### config.mk
export PLATFORM = sky130hd
export DESIGN_NAME = eaglesong_bit_matrix_seq
export DESIGN_NICKNAME = d
export VERILOG_FILES = /design/src/rtl/eaglesong_bit_matrix_seq.sv
export SDC_FILE = /design/constraint.sdc
export NUM_CORES = 2
export LEC_CHECK = 0
export BUFFER_PORTS_ARGS = -buffer_cell sky130_fd_sc_hd__clkbuf_2
export CAP_MARGIN = 20
export CORE_AREA = 2 2 410 412
export CTS_BUF_LIST = sky130_fd_sc_hd__clkbuf_8
export CTS_CLUSTER_SIZE = 24
export DETAILED_ROUTE_END_ITERATION = 8
export DIE_AREA = 0 0 412 414
export GPL_ROUTABILITY_DRIVEN = 0
export HOLD_SLACK_MARGIN = 0.06
export MAX_ROUTING_LAYER = met4
export PLACE_DENSITY = 0.55
export SYNTH_ARGS = -nofsm -noshare
export SYNTH_HDL_FRONTEND = slang
export SYNTH_SLANG_ARGS = --single-unit
### constraint.sdc
create_clock -name clk -period 5 [get_ports clk]
set_clock_uncertainty 0.15 [all_clocks]
set_input_delay 0.5 -clock clk [delete_from_list [all_inputs] [get_ports clk]]
set_output_delay 0.5 -clock clk [all_outputs]
set_load 0.1 [all_outputs]
### src/rtl/eaglesong_bit_matrix_seq.sv
// Bit-serial Eaglesong bit-matrix step: state_out[j] = XOR_k (M[k*16+j] & state_in[k]), one matrix bit per cycle.
// Optional feature: define EAGLESONG_BM_SEQ_ABORT_EN to add the abort input.
module eaglesong_bit_matrix_seq #(
    parameter int unsigned WORD_W = 32
) (
    input  logic                  clk,
    input  logic                  reset,
    input  logic                  start,
`ifdef EAGLESONG_BM_SEQ_ABORT_EN
    input  logic                  abort,
`endif
    input  logic [16*WORD_W-1:0]  state_in,
    output logic [7:0]            bm_index,
    input  logic                  bm_bit,
    output logic                  busy,
    output logic                  done,
    output logic [16*WORD_W-1:0]  state_out
);

    localparam int unsigned N_WORDS = 16;
    localparam int unsigned STATE_W = N_WORDS * WORD_W;

    typedef enum logic [1:0] {IDLE, RUN, DONE} fsm_t;

    fsm_t                state_q;
    logic [7:0]          c_q;
    logic [WORD_W-1:0]   acc_q;
    logic [STATE_W-1:0]  cap_q;
    logic [STATE_W-1:0]  res_q;

    logic                abort_hit;
    logic [3:0]          j;
    logic [3:0]          k;
    logic [7:0]          c_nxt;
    logic [WORD_W-1:0]   word_k;
    logic [WORD_W-1:0]   t;
    logic [STATE_W-1:0]  res_fin;

`ifdef EAGLESONG_BM_SEQ_ABORT_EN
    assign abort_hit = abort;
`else
    assign abort_hit = 1'b0;
`endif

    // Datapath for the current matrix bit; res_fin is the result buffer with word j replaced by t.
    always_comb begin
        j       = c_q[7:4];
        k       = c_q[3:0];
        c_nxt   = c_q + 8'd1;
        word_k  = cap_q[32'(k) * WORD_W +: WORD_W];
        t       = acc_q ^ (bm_bit ? word_k : '0);
        res_fin = res_q;
        res_fin[32'(j) * WORD_W +: WORD_W] = t;
    end

    // Results go to a private buffer so state_out only changes on completion.
    always_ff @(posedge clk) begin
        if (reset) begin
            state_q   <= IDLE;
            c_q       <= '0;
            acc_q     <= '0;
            cap_q     <= '0;
            res_q     <= '0;
            busy      <= 1'b0;
            done      <= 1'b0;
            bm_index  <= '0;
            state_out <= '0;
        end else begin
            case (state_q)
                IDLE: begin
                    if (start) begin
                        cap_q    <= state_in;
                        c_q      <= '0;
                        acc_q    <= '0;
                        busy     <= 1'b1;
                        bm_index <= '0;
                        state_q  <= RUN;
                    end
                end
                RUN: begin
                    if (abort_hit) begin
                        c_q      <= '0;
                        acc_q    <= '0;
                        busy     <= 1'b0;
                        bm_index <= '0;
                        state_q  <= IDLE;
                    end else begin
                        c_q <= c_nxt;
                        if (k == 4'd15) begin
                            acc_q <= '0;
                            res_q <= res_fin;
                        end else begin
                            acc_q <= t;
                        end
                        if (c_q == 8'd255) begin
                            state_out <= res_fin;
                            busy      <= 1'b0;
                            done      <= 1'b1;
                            bm_index  <= '0;
                            state_q   <= DONE;
                        end else begin
                            bm_index <= {c_nxt[3:0], c_nxt[7:4]};
                        end
                    end
                end
                DONE: begin
                    done    <= 1'b0;
                    state_q <= IDLE;
                end
                default: state_q <= IDLE;
            endcase
        end
    end

endmodule
# [Word level (Yosys, flattened, before mapping)]
# Index checks and enable logic that the tools add are counted.
[op_classes] add_sub_neg=2 mux=17 eq_ne=6 reduce_logical=10 shift=3 bitwise_logic=1
[ops] operator="$bwmux W512" n=1
[ops] operator="$shift A32 B34 Y512 const A" n=1
[ops] operator="$shiftx A32 B34 Y512" n=1
[ops] operator="$shiftx A512 B10 Y32" n=1
[ops] operator="$mux W32" n=3
[ops] operator="$pmux W32 S2" n=1
[ops] operator="$neg A9 Y34" n=1
[ops] operator="$pmux W8 S2" n=2
[ops] operator="$xor A32 B32 Y32" n=1
[ops] operator="$mux W8" n=2
[ops] operator="$reduce_and A2 Y1" n=6
[ops] operator="$add A8 B1 Y8 const B" n=1
[ops] operator="$eq A8 B8 Y1 const B" n=1
[ops] operator="$eq A4 B4 Y1 const B" n=1
[ops] operator="$mux W2" n=2
[ops] operator="$ne A2 B2 Y1 const B" n=2
[ops] operator="$pmux W1 S2" n=2
[ops] operator="$pmux W2 S2" n=1
[ops] operator="$reduce_bool A2 Y1" n=2
[ops] operator="$mux W1" n=3
[ops] operator="$reduce_and A3 Y1" n=1
[ops] operator="$eq A2 B1 Y1 const B" n=1
[ops] operator="$eq A2 B2 Y1 const B" n=1
[ops] operator="$logic_not A2 Y1" n=1
[totals] out_inout_bits=522 ff_bits=1588

# [Longest topological paths before layout]
[logic_depth] depth_word=5 depth_mapped=11 ltp_nobuf=7

# [Worst setup path before layout]
# OpenSTA, ideal clock, no wires.
[synth_timing] path_type="reg-to-reg" from="register c_q[4]" to="register res_q[418]" path_buffers=3 stages_incl_launch_ff=9 setup_time_ps=75 period_less_slack_ps=2883 path_slack_ps=2117 arrival_ps=2658 path_cell_list="dfxtp_1 clkbuf_1 nor3_1 ha_1 or4_1 buf_2 or4_1 clkbuf_1 o21ai_0"
[synth_via] elab_chain_len=3 elab_cells_between_ends=4 classes_between="add/sub (1); shift (2); mux (1)"
[synth_lines] item="start: declaration" line="26" rtl="logic [7:0] c_q;"
[synth_lines] item="start signal: assignment" line="88" rtl="c_q <= c_nxt;"
[synth_lines] item="$neg A9 Y34 *" line="53" rtl="res_fin[32'(j) * WORD_W +: WORD_W] = t;"
[synth_lines] item="$shiftx A32 B34 Y512 / $shift A32 B34 Y512 (equally long branches)" line="53"
[synth_lines] item="$bwmux W512 *" line="53"
[synth_lines] item="end signal: assignment" line="91" rtl="res_q <= res_fin;"
[synth_lines] item="end: declaration" line="29" rtl="logic [STATE_W-1:0] res_q;"
# Every way passes the cells marked *; elsewhere a longest branch is shown, timed or not.
# A chain may end at the register's enable or synchronous reset.

# [Worst setup path in the final report]
[layout_timing] from="register c_q[4]" to="register state_out[47]"
[layout_via] elab_chain_len=3 elab_cells_between_ends=6 classes_between="add/sub (1); eq/ne (1); shift (2); mux (1); reduce/logical (1)"
[layout_lines] item="$neg A9 Y34" line="53"
[layout_lines] item="$shiftx A32 B34 Y512 / $shift A32 B34 Y512 (equally long branches)" line="53"
[layout_lines] item="$bwmux W512" line="53"
[layout_lines] item="end signal: assignment" line="96" rtl="state_out <= res_fin;"
[layout_lines] item="end: declaration" line="17" rtl="output logic [16*WORD_W-1:0] state_out"
# Parallel ways exist; a longest one is shown, timed or not.

==> out/qor.yml <==
avgRoutedWirePerCell_um: 25.3
synth.cell_area_mm2: 0.0586
cellLeakagePower_nw: 30.4
reg2reg_from: "c_q[4]"
min_path_cells: 4
num_vias: 57500
core_mm2: 0.166
relSlewSlack_pct: 17.0
portBuffers: 1037
max_cap_violations: 0
reg2reg_depth: 6
io_pins: 1038
synth-seq-cells: 1588
insertion_delay_ns: 1.00
cts_buffers: 292
dieArea_mm2: 0.171
end_kind: "register"
grt_usage_pct: 30.5
worst-path-max-fanout: 32
place_hpwl_mm: 173
ir_worst_vdd_v: 0.000239
fp.dieW_um: 412
die_height_um: 414
synth_area_per_cell_um2: 8.96
wirelength_mm: 265
rows: 150
min_path_type: "in2reg"
cts_root_buf: "clkbuf_8"
viasPerCell: 5.50
start_kind: "register"
rr_endpoint: "state_out[47]"
grt_setup_unrepaired: "no"
grt_max_degree: 235
setup_violations: 0
wl_met3_mm: 20.8
tightest_slew_ns: 1.24
met1Wirelength_mm: 106
hold_violations: 0
grt_pass1_vias: 54400
drt-initial-drc-count: 5414
cts_num_sinks: 1588
worstHoldEndpoint: "cap_q[205]"
drt_drc_violations_left: 0
area_growth_pct: 33.3
crit_type: "reg2reg"
ctsLongestPathBuffers: 4
ys_async_sr_fraction_pct: 0
placed_area_mm2: 0.0659
arrival_ns: 4.77
ys.flop_type: "dfxtp_1"
period_share_pct: 81.7
fin_tns_setup_ns: 0
ant_nets: 0
whs_ns: 0.167
synth.distinct_cells: 61
maxSlewViolCount: 0
finalCriticalPeriod_ns: 4.09
hp-start: "state_in[205]"
cts_tree: "yes"
synth_warnings: 0
dr.pass1.iters: 6
synth_edf_count: 0
seq_area_frac_synth_pct: 54.3
syn-num-nets: 7059
grt_overflow: 0
start_util_pct: 35.2
fmax_ghz: 0.245
highest_layer: "met4"
drive_gt1_share_pct: 22.0
synth_cells: 6539
h-tree-depth: 5
status: "complete, no violations"
final_common_cell: "nand2_1"
antenna_found_initial: 59
r2r_setup_slack_ns: 0.91
nNetsFinal: 8529
required_ns: 5.68
grt_first_pass_wirelength_mm: 376
wl_met2_mm: 122
final_area_mm2: 0.0780
layout.cells.most_common_list: "1,645 x nand2_1, 1,586 x dfxtp_1, 1,069 x a21oi_1"
clk_pin_slew_ns: 0.06
power.density_mw_per_mm2: 358
## state kept, by name, summed over array words and instances, names as in the netlist
name and cells:
acc_q 32, bm_index 8, busy 1, c_q 8, cap_q 512, done 1, res_q 512, state_out 512
state_q 2
## cell usage after synthesis (3+ instances only)
cell type	instances	area (µm²)
clkbuf_2	6	30.0
buf_6	6	67.6
a31oi_1	22	138
or2_2	3	18.8
nor2b_1	10	62.6
or4_1	3	22.5
or3_1	5	31.3
nor3_1	14	70.1
mux4_2	76	1710
xnor2_2	6	97.6
buf_4	17	128
o21ai_2	30	263
o21ai_1	295	1480
mux2i_1	104	1040
buf_1	12	45.0
nand3_1	10	50.1
ha_1	4	50.1
and2_1	3	18.8
a21oi_1	1069	5350
a31oi_2	20	250
nor2_1	31	116
nand4_1	7	43.8
a22oi_1	75	563
nor3_2	3	30.0
buf_2	152	761
and3_1	3	18.8
a22o_1	26	228
nand2b_1	10	62.6
clkbuf_1	452	1700
inv_1	28	105
nand2_1	1646	6180
xnor2_1	32	280
dfxtp_1	1588	31800
or4_4	4	45.0
o21ai_0	262	1310
or3b_2	8	70.1
or3b_1	19	166
o221ai_1	448	3920
## per-stage QoR
| step | std cells | utilization (%) | setup slack, ns | total power [mW] |
|---|---|---|---|---|
| finish | 10500 | 46.9 | 0.915 | 27.9 |
| global route | 10500 | 46.9 | 0.702 | 28.9 |
| CTS | 10400 | 46.8 | 0.978 | 28.0 |
| detailed placement | 9271 | 39.6 | 0.998 | 15.7 |
| global placement | 9267 | 39.6 | 1.09 | 15.7 |
| floorplan | 6539 | - | 2.12 | 14.6 |
## metal layers
metal | track usage, % | vias to the layer above
met5 | - | -
met4 | 16.8 | 0
met3 | 6.49 | 647
met2 | 47.4 | 2870
met1 | 36.8 | 27900
li1 | - | 26100
## logic make-up (layout without fill, tap and decap cells)
| family | Yosys count | in the layout | share of synthesized area, % |
|---|---|---|---|
| adder cells (fa/ha/maj) | 4 | 4 | 0.0855 |
| buffers and inverters | 676 | 2338 | 4.86 |
| other | 0 | 57 | 0 |
| multiplexers | 180 | 180 | 4.70 |
| AO/OA/AOI/OAI | 2257 | 2257 | 23.2 |
| XOR/XNOR | 40 | 40 | 0.675 |
| flip-flops | 1588 | 1588 | 54.3 |
| AND/OR/NAND/NOR | 1794 | 1794 | 12.2 |
## timing repair
item                                   4_1_cts  5_1_grt
hold buffers                               646        0
endpoints found under the hold margin      526        0
setup buffers                                0        0
resized for setup                            0        0
## power by group
group / total [mW] / internal [mW] / switching [mW]
registers: 13.1 / 12.9 / 0.194
clock network: 12.0 / 6.50 / 5.48
logic: 2.80 / 1.03 / 1.77
## layout make-up
class                   count  area [µm²]
well taps                2204        2760
clock inverters           129         612
fillers                 15800       88200
flip-flops and latches   1588       31800
inverters                  30         120
repair buffers           1822       13000
clock buffers             357        4910
multi-input cells        4275       24700
diodes                     57         143
## how the worst max path moves through the flow
stage	depth (start not counted)	slack (ns)	end	startpoint
global route	6	0.70	state_out[44]	c_q[4]
finish	6	0.91	state_out[47]	c_q[4]
detailed placement	6	1.0	state_out[52]	c_q[4]
CTS	6	0.98	state_out[52]	c_q[4]
floorplan	8	2.12	res_q[418]	c_q[4]
global placement	6	1.09	state_out[41]	c_q[4]
## worst max-delay path, cell delays in order (launching register included)
cell and delay [ns]:
dfxtp_1 0.61, nor3_1 0.12, ha_1 0.83, or4b_1 0.81
o21ai_4 0.97, o221ai_1 0.26, a21oi_1 0.18
Power figures use the tool's default switching activity.
